===== src/rtl/cache_ctrl.sv =====
// Direct-mapped, write-through cache controller: 8 lines of 8-bit data, tag/valid arrays,
// external data memory and main memory over a req/ack handshake.
module cache_ctrl #(
    parameter int TAG_W = 3
) (
    input  logic               clk,
    input  logic               rst,
    input  logic               cpu_req,
    input  logic               cpu_wr,
    input  logic [TAG_W+2:0]   cpu_addr,
    input  logic [7:0]         cpu_wdata,
    output logic [7:0]         cpu_rdata,
    output logic               cpu_ready,
    output logic [2:0]         cm_addr,
    output logic               cm_rd,
    output logic               cm_wr,
    output logic [7:0]         cm_wdata,
    input  logic [7:0]         cm_rdata,
    output logic               mm_req,
    output logic               mm_wr,
    output logic [TAG_W+2:0]   mm_addr,
    output logic [7:0]         mm_wdata,
    input  logic [7:0]         mm_rdata,
    input  logic               mm_ack,
    output logic [7:0]         hit_cnt,
    output logic [7:0]         miss_cnt
);
    localparam int AW = TAG_W + 3;

    typedef enum logic [2:0] {IDLE, CHECK, RHIT, MREQ, FILL, WMEM, RESP} state_t;

    state_t           state_q, state_d;
    logic [AW-1:0]    addr_q, addr_d;
    logic             wr_q, wr_d;
    logic             hit_q, hit_d;
    logic [7:0]       wdata_q, wdata_d;
    logic [7:0]       fill_q, fill_d;
    logic [7:0]       cpu_rdata_q, cpu_rdata_d;
    logic             cpu_ready_q, cpu_ready_d;
    logic             cm_rd_q, cm_rd_d;
    logic             cm_wr_q, cm_wr_d;
    logic [7:0]       cm_wdata_q, cm_wdata_d;
    logic             mm_req_q, mm_req_d;
    logic             mm_wr_q, mm_wr_d;
    logic [7:0]       hit_cnt_q, hit_cnt_d;
    logic [7:0]       miss_cnt_q, miss_cnt_d;
    logic [TAG_W-1:0] tag_q [8];
    logic [TAG_W-1:0] tag_d [8];
    logic [7:0]       valid_q, valid_d;

    logic [2:0]       cpu_idx, req_idx;
    logic [TAG_W-1:0] cpu_tag, req_tag;
    logic             lookup_hit;

    assign cpu_idx = cpu_addr[2:0];
    assign cpu_tag = cpu_addr[AW-1:3];
    assign req_idx = addr_q[2:0];
    assign req_tag = addr_q[AW-1:3];

    // Tags only change in FILL, so the lookup done while accepting in IDLE equals the one in CHECK;
    // doing it a cycle early lets every CHECK output come straight from a flop.
    assign lookup_hit = valid_q[cpu_idx] && (tag_q[cpu_idx] == cpu_tag);

    assign cpu_rdata = cpu_rdata_q;
    assign cpu_ready = cpu_ready_q;
    assign cm_addr   = req_idx;
    assign cm_rd     = cm_rd_q;
    assign cm_wr     = cm_wr_q;
    assign cm_wdata  = cm_wdata_q;
    assign mm_req    = mm_req_q;
    assign mm_wr     = mm_wr_q;
    assign mm_addr   = addr_q;
    assign mm_wdata  = wdata_q;
    assign hit_cnt   = hit_cnt_q;
    assign miss_cnt  = miss_cnt_q;

    always_comb begin
        // NOTE: every _d signal gets a default before the case, so no path can infer a latch.
        state_d     = state_q;
        addr_d      = addr_q;
        wr_d        = wr_q;
        hit_d       = hit_q;
        wdata_d     = wdata_q;
        fill_d      = fill_q;
        cpu_rdata_d = cpu_rdata_q;
        cpu_ready_d = 1'b0;
        cm_rd_d     = 1'b0;
        cm_wr_d     = 1'b0;
        cm_wdata_d  = 8'h00;
        mm_req_d    = 1'b0;
        mm_wr_d     = 1'b0;
        hit_cnt_d   = hit_cnt_q;
        miss_cnt_d  = miss_cnt_q;
        tag_d       = tag_q;
        valid_d     = valid_q;

        unique case (state_q)
            IDLE: begin
                if (cpu_req) begin
                    state_d    = CHECK;
                    addr_d     = cpu_addr;
                    wr_d       = cpu_wr;
                    wdata_d    = cpu_wdata;
                    hit_d      = lookup_hit;
                    cm_rd_d    = !cpu_wr && lookup_hit;
                    cm_wr_d    = cpu_wr && lookup_hit;
                    cm_wdata_d = (cpu_wr && lookup_hit) ? cpu_wdata : 8'h00;
                end
            end
            CHECK: begin
                if (hit_q) begin
                    if (hit_cnt_q != 8'hFF) hit_cnt_d = hit_cnt_q + 8'd1;
                end else begin
                    if (miss_cnt_q != 8'hFF) miss_cnt_d = miss_cnt_q + 8'd1;
                end
                if (wr_q) begin
                    state_d  = WMEM;
                    mm_req_d = 1'b1;
                    mm_wr_d  = 1'b1;
                end else if (hit_q) begin
                    state_d = RHIT;
                end else begin
                    state_d  = MREQ;
                    mm_req_d = 1'b1;
                end
            end
            RHIT: begin
                cpu_rdata_d = cm_rdata;
                cpu_ready_d = 1'b1;
                state_d     = RESP;
            end
            MREQ: begin
                if (mm_ack) begin
                    fill_d     = mm_rdata;
                    cm_wr_d    = 1'b1;
                    cm_wdata_d = mm_rdata;
                    state_d    = FILL;
                end else begin
                    mm_req_d = 1'b1;
                end
            end
            FILL: begin
                tag_d[req_idx]   = req_tag;
                valid_d[req_idx] = 1'b1;
                cpu_rdata_d      = fill_q;
                cpu_ready_d      = 1'b1;
                state_d          = RESP;
            end
            WMEM: begin
                if (mm_ack) begin
                    cpu_ready_d = 1'b1;
                    state_d     = RESP;
                end else begin
                    mm_req_d = 1'b1;
                    mm_wr_d  = 1'b1;
                end
            end
            RESP: state_d = IDLE;
            default: state_d = IDLE;
        endcase
    end

    always_ff @(posedge clk or posedge rst) begin
        if (rst) begin
            state_q     <= IDLE;
            addr_q      <= '0;
            wr_q        <= 1'b0;
            hit_q       <= 1'b0;
            wdata_q     <= 8'h00;
            fill_q      <= 8'h00;
            cpu_rdata_q <= 8'h00;
            cpu_ready_q <= 1'b0;
            cm_rd_q     <= 1'b0;
            cm_wr_q     <= 1'b0;
            cm_wdata_q  <= 8'h00;
            mm_req_q    <= 1'b0;
            mm_wr_q     <= 1'b0;
            hit_cnt_q   <= 8'h00;
            miss_cnt_q  <= 8'h00;
            valid_q     <= 8'h00;
            // NOTE: tag/valid are small flop arrays, not RAM, so they can and must clear on reset.
            for (int i = 0; i < 8; i++) tag_q[i] <= '0;
        end else begin
            state_q     <= state_d;
            addr_q      <= addr_d;
            wr_q        <= wr_d;
            hit_q       <= hit_d;
            wdata_q     <= wdata_d;
            fill_q      <= fill_d;
            cpu_rdata_q <= cpu_rdata_d;
            cpu_ready_q <= cpu_ready_d;
            cm_rd_q     <= cm_rd_d;
            cm_wr_q     <= cm_wr_d;
            cm_wdata_q  <= cm_wdata_d;
            mm_req_q    <= mm_req_d;
            mm_wr_q     <= mm_wr_d;
            hit_cnt_q   <= hit_cnt_d;
            miss_cnt_q  <= miss_cnt_d;
            valid_q     <= valid_d;
            tag_q       <= tag_d;
        end
    end
endmodule


===== config.mk =====
export PLATFORM = sky130hd
export DESIGN_NAME = cache_ctrl
export DESIGN_NICKNAME = d
export VERILOG_FILES = /design/src/rtl/cache_ctrl.sv
export SDC_FILE = /design/constraint.sdc
export NUM_CORES = 1
export LEC_CHECK = 0
export ABC_AREA = 1
export CAP_MARGIN = 20
export CORE_MARGIN = 2
export CORE_UTILIZATION = 45
export DETAILED_ROUTE_END_ITERATION = 12
export PLACE_DENSITY_LB_ADDON = 0.05
export SLEW_MARGIN = 20
export SYNTH_ARGS = -nofsm -noshare
export SYNTH_HDL_FRONTEND = slang
export SYNTH_SLANG_ARGS = --single-unit
export TNS_END_PERCENT = 5

===== constraint.sdc =====
create_clock -name clk -period 7.6 [get_ports clk]
set_input_delay 0.76 -clock clk [delete_from_list [all_inputs] [get_ports clk]]
set_output_delay 0.76 -clock clk [all_outputs]
set_load 0.01 [all_outputs]

**Yosys cells after proc, flatten, opt, wreduce, memory -nomap -nowiden**

Cells that the tools add are included.

- Flip-flop bits (word level): 96
- Bits of input ports: 35

- $lt $le $gt $ge: 6
- Bitwise logic cells: 4
- Equal/unequal tests: 11
- Reductions and logical operators: 15
- Muxes and demuxes: 33
- $add $sub $neg: 2

Operators by type and width:

| cell | count |
|---|---|
| one-hot mux 8 bit (2 select lines) | 2 |
| bitwise mux 24 bit | 1 |
| two-way mux 8 bit | 3 |
| two-way mux 3 bit | 7 |
| adder 8 x 1 -> 8 bit (second input constant) | 2 |
| inequality test 8 bit (second input constant) | 2 |
| one-hot mux 3 bit (5 select lines) | 1 |
| two-way mux 1 bit | 11 |
| binary-select mux 3 bit (select 3 bit) | 1 |
| demux 3 bit (select 3 bit) | 1 |
| AND reduction 3 bit | 3 |
| greater-or-equal comparator 4 bit (second input constant) | 2 |
| less-than comparator 3 x 4 -> 1 bit (second input constant) | 2 |
| inverter 3 -> 4 bit | 2 |
| bitwise OR 8 bit | 1 |
| one-hot mux 1 bit (2 select lines) | 4 |
| equality test 3 x 2 -> 1 bit (second input constant) | 2 |
| equality test 3 bit (second input constant) | 2 |
| inequality test 2 bit (second input constant) | 3 |
| logical AND 1 bit | 5 |
| less-than comparator 4 x 1 -> 1 bit (second input constant) | 1 |
| AND reduction 2 bit | 2 |
| OR reduction 2 bit | 2 |
| binary-select mux 1 bit (select 3 bit) | 1 |
| other kinds (8) | 8 |

**Longest topological paths before layout**

Gate-level depths: netlist of run 1.

- Word-level depth: 10
- Gate-level depth with buffers: 12
- Gate-level depth less buffers: 11

**Least setup slack after synthesis of run 1**

OpenSTA, ideal clock, no wires.

- Kind: input-to-reg
- From: input cpu_addr[0]
- To: register cm_wr_q (netlist: cm_wr)
- Stages on the path: 10
- Arrival: 1.704 ns
- Path slack: 5.772 ns
- Path through: buf_6 buf_4 nand2_1 nand3_2 nand3_1 nand2_1 nor2_2 nor2_8 nand2_4 o21bai_2

- Cells in the longest elaborated chain, start to end: 9
- Elaborated cells on any way between the ends: 11
- Classes of those cells: eq/ne (1); mux (7); bitwise (1); reduce/logical (2)

Ends and longest elaborated chain:

| element | RTL line | RTL |
|---|---|---|
| start: declaration | 10 | `input logic [TAG_W+2:0] cpu_addr,` |
| inverter 3 -> 4 bit (implied by the code) | 62 | `assign lookup_hit = valid_q[cpu_idx] && (tag_q[cpu_idx] == cpu_tag);` |
| binary-select mux 3 bit (select 3 bit) | 62 |  |
| two-way mux 3 bit (implied by the code) (2 in series) | 62 |  |
| equality test 3 bit | 62 |  |
| logical AND 1 bit * | 62 |  |
| logical AND 1 bit * | 106 | `cm_wr_d = cpu_wr && lookup_hit;` |
| two-way mux 1 bit * | 99 | `if (cpu_req) begin` |
| one-hot mux 1 bit (2 select lines) * | 97 | `unique case (state_q)` |
| net cm_wr_d | 41 | `logic cm_wr_q, cm_wr_d;` |
| end signal: assignment | 193 | `cm_wr_q <= cm_wr_d;` |
| end: declaration | 41 |  |

The timed path passes the listed nets; every way through them passes the cells marked *. The select of a mux whose other input is x is not followed.
A chain may end at the register's enable or synchronous reset.

**Worst setup path in the final report of run 1**

- From: input cpu_req
- To: register cm_wdata_q[2] (netlist: cm_wdata[2])

- Cells in the longest elaborated chain, start to end: 2

Ends and longest elaborated chain:

| element | RTL line | RTL |
|---|---|---|
| start: declaration | 8 | `input logic cpu_req,` |
| two-way mux 8 bit | 99 |  |
| one-hot mux 8 bit (2 select lines) | 97 |  |
| net cm_wdata_d[2] | 42 | `logic [7:0] cm_wdata_q, cm_wdata_d;` |
| end signal: assignment | 194 | `cm_wdata_q <= cm_wdata_d;` |
| end: declaration | 42 |  |

The timed path passes the listed nets, and every way through them passes these cells.

==> flow_summary.json, run 1 <==
{
  "setup_ws_ns": 5.007,
  "hpwl_microns": 7635,
  "clock_skew_ns": 0.01059,
  "fin_area_sq_mm": 0.005509,
  "io_pins": 89,
  "cts_max_level": 3,
  "critical_path.startpoint": "cpu_req",
  "wl_per_cell_microns": 14.35,
  "hold_buffers": 0,
  "dieArea_sq_mm": 0.01041,
  "min_from": "valid_q[6]",
  "rsz0062_at_grt": "false",
  "viasPerCell": 4.920,
  "clk-insertion-delay-late_ns": 0.36,
  "cts_tree": "yes",
  "yosysMostFrequentCell": "nand2_1",
  "post_synth_num_cell_types": 34,
  "initial_core_util": 0.4659,
  "rows": 35,
  "syn-cell-area_sq_mm": 0.004325,
  "timing.final.crit_share": 0.3412,
  "hold_violations": 0,
  "yosysTopAreaCell": "dfrtp_1",
  "finalNetCount": 618,
  "syn_nets": 530,
  "clkPwrFrac": 0.177,
  "synth_common_cells": "nand2_1 (161), dfrtp_1 (96), o21ai_1 (55), inv_1 (44), nor2_1 (21)",
  "slew_viol_final": 0,
  "clockRootBuffer": "clkbuf_8",
  "antenna_found_initial": 0,
  "synth_edf_count": 0,
  "synth_flop_cell": "dfrtp_1",
  "status": "complete, no violations",
  "pwr-share-seq": 0.431,
  "p_leak_nw": 2.649,
  "grt_max_degree": 80,
  "grt_overflow": 0,
  "cts_buffers": 9,
  "critPathArrivalTime_ns": 2.89,
  "netSwitchingPower_w": 0.0007388,
  "synth_top_area_share": 0.5554,
  "drc": 0,
  "antenna_left": 0,
  "drive_gt1_frac": 0.09556,
  "clk_pin_slew_ns": 0.10,
  "numPortBuffers": 88,
  "netSwitchingFraction": 0.3794,
  "core_area_sq_mm": 0.009284,
  "p_per_area_mw_per_mm2": 353.5,
  "syn_to_final_growth_pct": 27.36,
  "drtPass1Iterations": 5,
  "clock.fmax_ghz": 0.3856,
  "die_y_microns": 102.0,
  "dieWidth_microns": 102.0,
  "routed_wl_microns": 10260,
  "worstSetupEndpointType": "register",
  "crit_type": "in -> reg",
  "intPower_w": 0.001208,
  "cap_violations": 0,
  "required_ns": 7.89,
  "ctsResizeCount": 0,
  "drt_iter0_drc": 157,
  "maxSlewHeadroom": 0.3127,
  "synth-seq-cells": 96,
  "startpoint_type": "primary input",
  "pre_cts_ws_ns": 4.663,
  "crit_fanout": 23,
  "setup_violations": 0,
  "syn_area_per_cell_sq_um": 8.774,
  "post-cts-setup-buffer-count": 0,
  "whs_ns": 0.4645,
  "async_flop_share": 1.000,
  "finalSetupTns_ns": 0,
  "yosysSeqAreaShare": 0.5554,
  "cts_sinks": 96,
  "grt_util_all_layers": 0.2102,
  "grt_pass1_vias": 3387,
  "grt_first_pass_wirelength_microns": 16860,
  "layout_min_cycle_time_ns": 2.593,
  "clock_path_buffers": 2,
  "diodes": 0,
  "p_comb_frac": 0.392,
  "ys_warn_count": 0,
  "synth.area.top_cells": "dfrtp_1 (56%), nand2_1 (14%), o21ai_1 (6.4%)",
  "reg2reg_from": "state_q[2]",
  "dpl-instance-area_sq_mm": 0.005299,
  "worst_slew_pin_slew_ns": 1.030,
  "peakVddDrop_uv": 140.3,
  "min_path_type": "reg -> reg",
  "gp_congestion": 0.9937,
  "synthCells": 493,
  "vias": 3518
}
stage by stage:
stage | instances | utilization | power [W]
2_1_floorplan | 493 | - | 0.001284
3_3_place_gp | 699 | 0.5708 | 0.001595
3_5_place_dp | 699 | 0.5708 | 0.001612
4_1_cts | 715 | 0.5930 | 0.001959
5_1_grt | 715 | 0.5934 | 0.002093
6_report | 715 | 0.5934 | 0.001947
layout make-up:
class                   instances  area, sq um
multi-input cells             329         1633
clock inverters                 6        68.82
repair buffers                 89        892.1
inverters                      56        214.0
flip-flops and latches         96         2402
well taps                     129        161.4
fillers                       859         3775
clock buffers                  10        137.6
per-layer routing:
layer	wire length [microns]	up-vias	global-route usage
met2	4567	126	0.3067
met3	654	20	0.04378
li1	-	1752	-
met5	0	-	0
met4	204	0	0.07692
met1	4832	1620	0.3115
power by group through the flow:
stage                     Clock, W  Combinational [W]  Sequential (W)
final                     0.000345           0.000764        0.000839
after floorplan                  0           0.000427        0.000857
after global placement           0           0.000752        0.000843
after global routing      0.000374           0.000854        0.000864
after CTS                 0.000351           0.000769        0.000839
after detailed placement         0           0.000767        0.000845
cells in the final DEF (no fill, tap or decap):
cell | synthesis | final
nand2_1 | 161 | 161
dfrtp_1 | 96 | 96
clkdlybuf4s50_1 | 0 | 88
o21ai_1 | 55 | 55
inv_1 | 44 | 43
nor2_1 | 21 | 21
nand3_1 | 20 | 20
clkbuf_8 | 0 | 10
inv_2 | 9 | 9
nand4_1 | 9 | 9
xor2_1 | 9 | 9
nor2_2 | 8 | 8
nand2_2 | 7 | 7
xnor2_1 | 5 | 5
o221ai_1 | 4 | 4
nand3_2 | 4 | 4
a21oi_1 | 4 | 4
nor3_1 | 3 | 3
nor3_2 | 3 | 3
o21ai_0 | 3 | 3
clkinv_4 | 0 | 3
clkinv_1 | 2 | 2
nor2_8 | 2 | 2
clkinv_2 | 0 | 2
a31oi_1 | 2 | 2
ha_1 | 2 | 2
nor4_2 | 1 | 1
inv_4 | 1 | 1
nand3b_1 | 1 | 1
nand2_4 | 1 | 1
o21ai_2 | 1 | 1
o21bai_2 | 1 | 1
mux2_1 | 1 | 1
o22ai_1 | 1 | 1
clkinvlp_4 | 0 | 1
bufinv_16 | 0 | 1
buf_6 | 2 | 1
critical path, cell delays in order:
cell and delay, ns:
clkdlybuf4s50_1 0.53, inv_1 0.07, nor2_2 0.80, nand2_1 0.26, inv_1 0.27, nand4_1 0.13, nand2_1 0.08
registers in the layout, indices dropped and copies added (netlist names), 3 cells and up:
signal and cells:
tag_q 24, cm_wdata 8, cpu_rdata 8, fill_q 8, hit_cnt 8, miss_cnt 8
mm_wdata 8, valid_q 8, mm_addr 6, state_q 3
kinds of logic after synthesis:
family | count (synthesis) | share of synthesized area
adder cells (fa/ha/maj) | 2 | 0.005784
buffers and inverters | 68 | 0.06711
AND/OR/NAND/NOR | 241 | 0.2520
flip-flops | 96 | 0.5554
XOR/XNOR | 14 | 0.02835
multiplexers | 1 | 0.002603
AO/OA/AOI/OAI | 71 | 0.08880
worst paths after layout:
| kind | end | slack, ns | cells past startpoint |
|---|---|---|---|
| worst max register to register | cm_wdata[2] | 5.28 | 7 |
| min in group asynchronous | miss_cnt[6] | 0.67 | 2 |
| worst min register to register | valid_q[6] | 0.46 | 2 |
| worst min-delay path | valid_q[6] | 0.46 | 2 |
| worst max-delay path | cm_wdata[2] | 5.01 | 7 |
| max in group asynchronous | tag_q[10] | 5.95 | 3 |
(Power assumes the default switching activity.)
==> run 2, diff against run 1 <==
Clock period 7.6 ns to 2.1 ns, I/O delays scaled along.
==> run 2 against run 1 <==
Net effect: sequential cell count unchanged; clock-buffer cell count unchanged; clock skew up 0.0027 ns; combinational power rose to 3.6 times the previous value; global-route usage up 1.0 points.
==> flow_summary.json, run 2 (synthesis results as in run 1) <==
{
  "status": "complete, no violations",
  "maxSlewHeadroom": 0.5741,
  "clk-insertion-delay-late_ns": 0.36,
  "clk_pin_slew_ns": 0.10,
  "drive_gt1_frac": 0.1017,
  "grt_max_degree": 43,
  "drc": 0,
  "timing.final.crit_share": 0.8785,
  "rsz0062_at_grt": "false",
  "wl_per_cell_microns": 14.68,
  "post-place-cells": 703,
  "pwr-share-seq": 0.438,
  "top_register": "tag_q",
  "endpoint": "tag_q[18]",
  "initial_core_util": 0.4659,
  "hold_violations": 0,
  "antenna_left": 0,
  "hold_buffers": 0,
  "rows": 35,
  "startpoint_type": "register",
  "dieArea_sq_mm": 0.01041,
  "ctsResizeCount": 0,
  "reg2reg_to": "tag_q[18]",
  "grt_first_pass_wirelength_microns": 17400,
  "clkPwrFrac": 0.162,
  "netSwitchingFraction": 0.3866,
  "numPortBuffers": 88,
  "hpwl_microns": 7995,
  "clock_path_buffers": 2,
  "finalNonFillerCells": 719,
  "gp_congestion": 0.9094,
  "post-cts-setup-buffer-count": 0,
  "reg2reg_from": "state_q[1]",
  "clockRootBuffer": "clkbuf_8",
  "min_path_type": "in -> async",
  "r2r_cells": 8,
  "crit_type": "reg -> reg",
  "peakVddDrop_uv": 534.0,
  "cap_violations": 0,
  "finalNetCount": 622,
  "cts_buffers": 9,
  "drt_iter0_drc": 171,
  "p_per_area_mw_per_mm2": 1254,
  "cts_tree": "yes",
  "n_fill_cell": 888,
  "drtPass1Iterations": 5,
  "p_leak_nw": 2.668,
  "antenna_found_initial": 0,
  "netSwitchingPower_w": 0.002691,
  "grt_pass1_vias": 3396,
  "intPower_w": 0.004269,
  "setup_violations": 0,
  "io_pins": 89,
  "diodes": 0,
  "clock_skew_ns": 0.01328,
  "p_comb_frac": 0.400,
  "final_cell_mix": "nand2_1 (161), dfrtp_1 (96), clkdlybuf4s50_1 (88)",
  "final_common_cell": "nand2_1",
  "layout_min_cycle_time_ns": 1.845,
  "r2r_slack_ns": 0.26,
  "largest_register_ffs": 24,
  "core_area_sq_mm": 0.009284,
  "syn_to_final_growth_pct": 28.32,
  "cts_sinks": 96,
  "grt_util_all_layers": 0.2202,
  "worst_slew_pin_slew_ns": 0.6375,
  "worstSetupEndpointType": "register",
  "die_y_microns": 102.0,
  "crit_fanout": 15,
  "clock.fmax_ghz": 0.5420,
  "critPathArrivalTime_ns": 2.08,
  "viasPerCell": 4.979,
  "grt_overflow": 0,
  "slew_viol_final": 0,
  "critical_path.startpoint": "state_q[1]",
  "routed_wl_microns": 10560,
  "dieWidth_microns": 102.0,
  "required_ns": 2.33,
  "vias": 3580,
  "cts_max_level": 3,
  "finalSetupTns_ns": 0
}
==> run 2: metal layers <==
| layer | part of all wire | vias to the layer above | GRT usage |
|---|---|---|---|
| li1 | - | 1755 | - |
| met1 | 0.49 | 1699 | 0.3278 |
| met2 | 0.43 | 116 | 0.3224 |
| met3 | 0.071 | 10 | 0.05198 |
| met4 | 0.011 | 0 | 0.06462 |
| met5 | 0 | - | 0 |
==> run 2: layout make-up <==
| class | count | area (sq um) | area share |
|---|---|---|---|
| Multi-Input combinational cell | 329 | 1633 | 0.2942 |
| Sequential cell | 96 | 2402 | 0.4328 |
| Timing Repair Buffer | 93 | 955.9 | 0.1722 |
| Clock inverter | 6 | 43.79 | 0.007890 |
| Clock buffer | 10 | 137.6 | 0.02480 |
| Tap cell | 129 | 161.4 | 0.02908 |
| Inverter | 56 | 216.5 | 0.03900 |
==> run 2: through the flow <==
stage | utilization | area (sq um) | power (W) | hold WS (ns) | setup slack, ns
floorplan | - | 4329 | 0.004647 | 0.2725 | 0.6327
global placement | 0.5783 | 5369 | 0.005792 | 0.4410 | 0.2092
detailed placement | 0.5783 | 5369 | 0.005873 | 0.4428 | 0.1991
CTS | 0.5978 | 5550 | 0.007011 | 0.2820 | 0.2820
global route | 0.5978 | 5550 | 0.007510 | 0.3254 | 0.06572
finish | 0.5978 | 5550 | 0.006960 | 0.2700 | 0.2551
==> run 2: worst max-delay path: stages, from the launching register on <==
cell     delay, ns
dfrtp_1       0.42
inv_2         0.09
nand2_1       0.09
nor2_2        0.22
inv_2         0.19
nor2_2        0.22
nand3_1       0.29
nand2_1       0.13
o21ai_1       0.07
==> run 2: power by group through the flow <==
stage / clock network, W / logic (W) / registers, W
2_1_floorplan: 0 / 0.00155 / 0.00310
3_3_place_gp: 0 / 0.00275 / 0.00304
3_5_place_dp: 0 / 0.00281 / 0.00307
4_1_cts: 0.00116 / 0.00281 / 0.00304
5_1_grt: 0.00123 / 0.00315 / 0.00313
6_report: 0.00113 / 0.00278 / 0.00305
==> run 2: worst min-delay path by stage <==
stage               startpoint            to  slack, ns  cells past startpoint
finish                     rst   miss_cnt[7]       0.27                      2
global route               rst   miss_cnt[7]       0.33                      2
CTS                        rst  cpu_rdata[5]       0.28                      2
detailed placement  valid_q[2]    valid_q[2]       0.44                      2
global placement    valid_q[2]    valid_q[2]       0.44                      2
floorplan               cpu_wr         cm_rd       0.27                      1
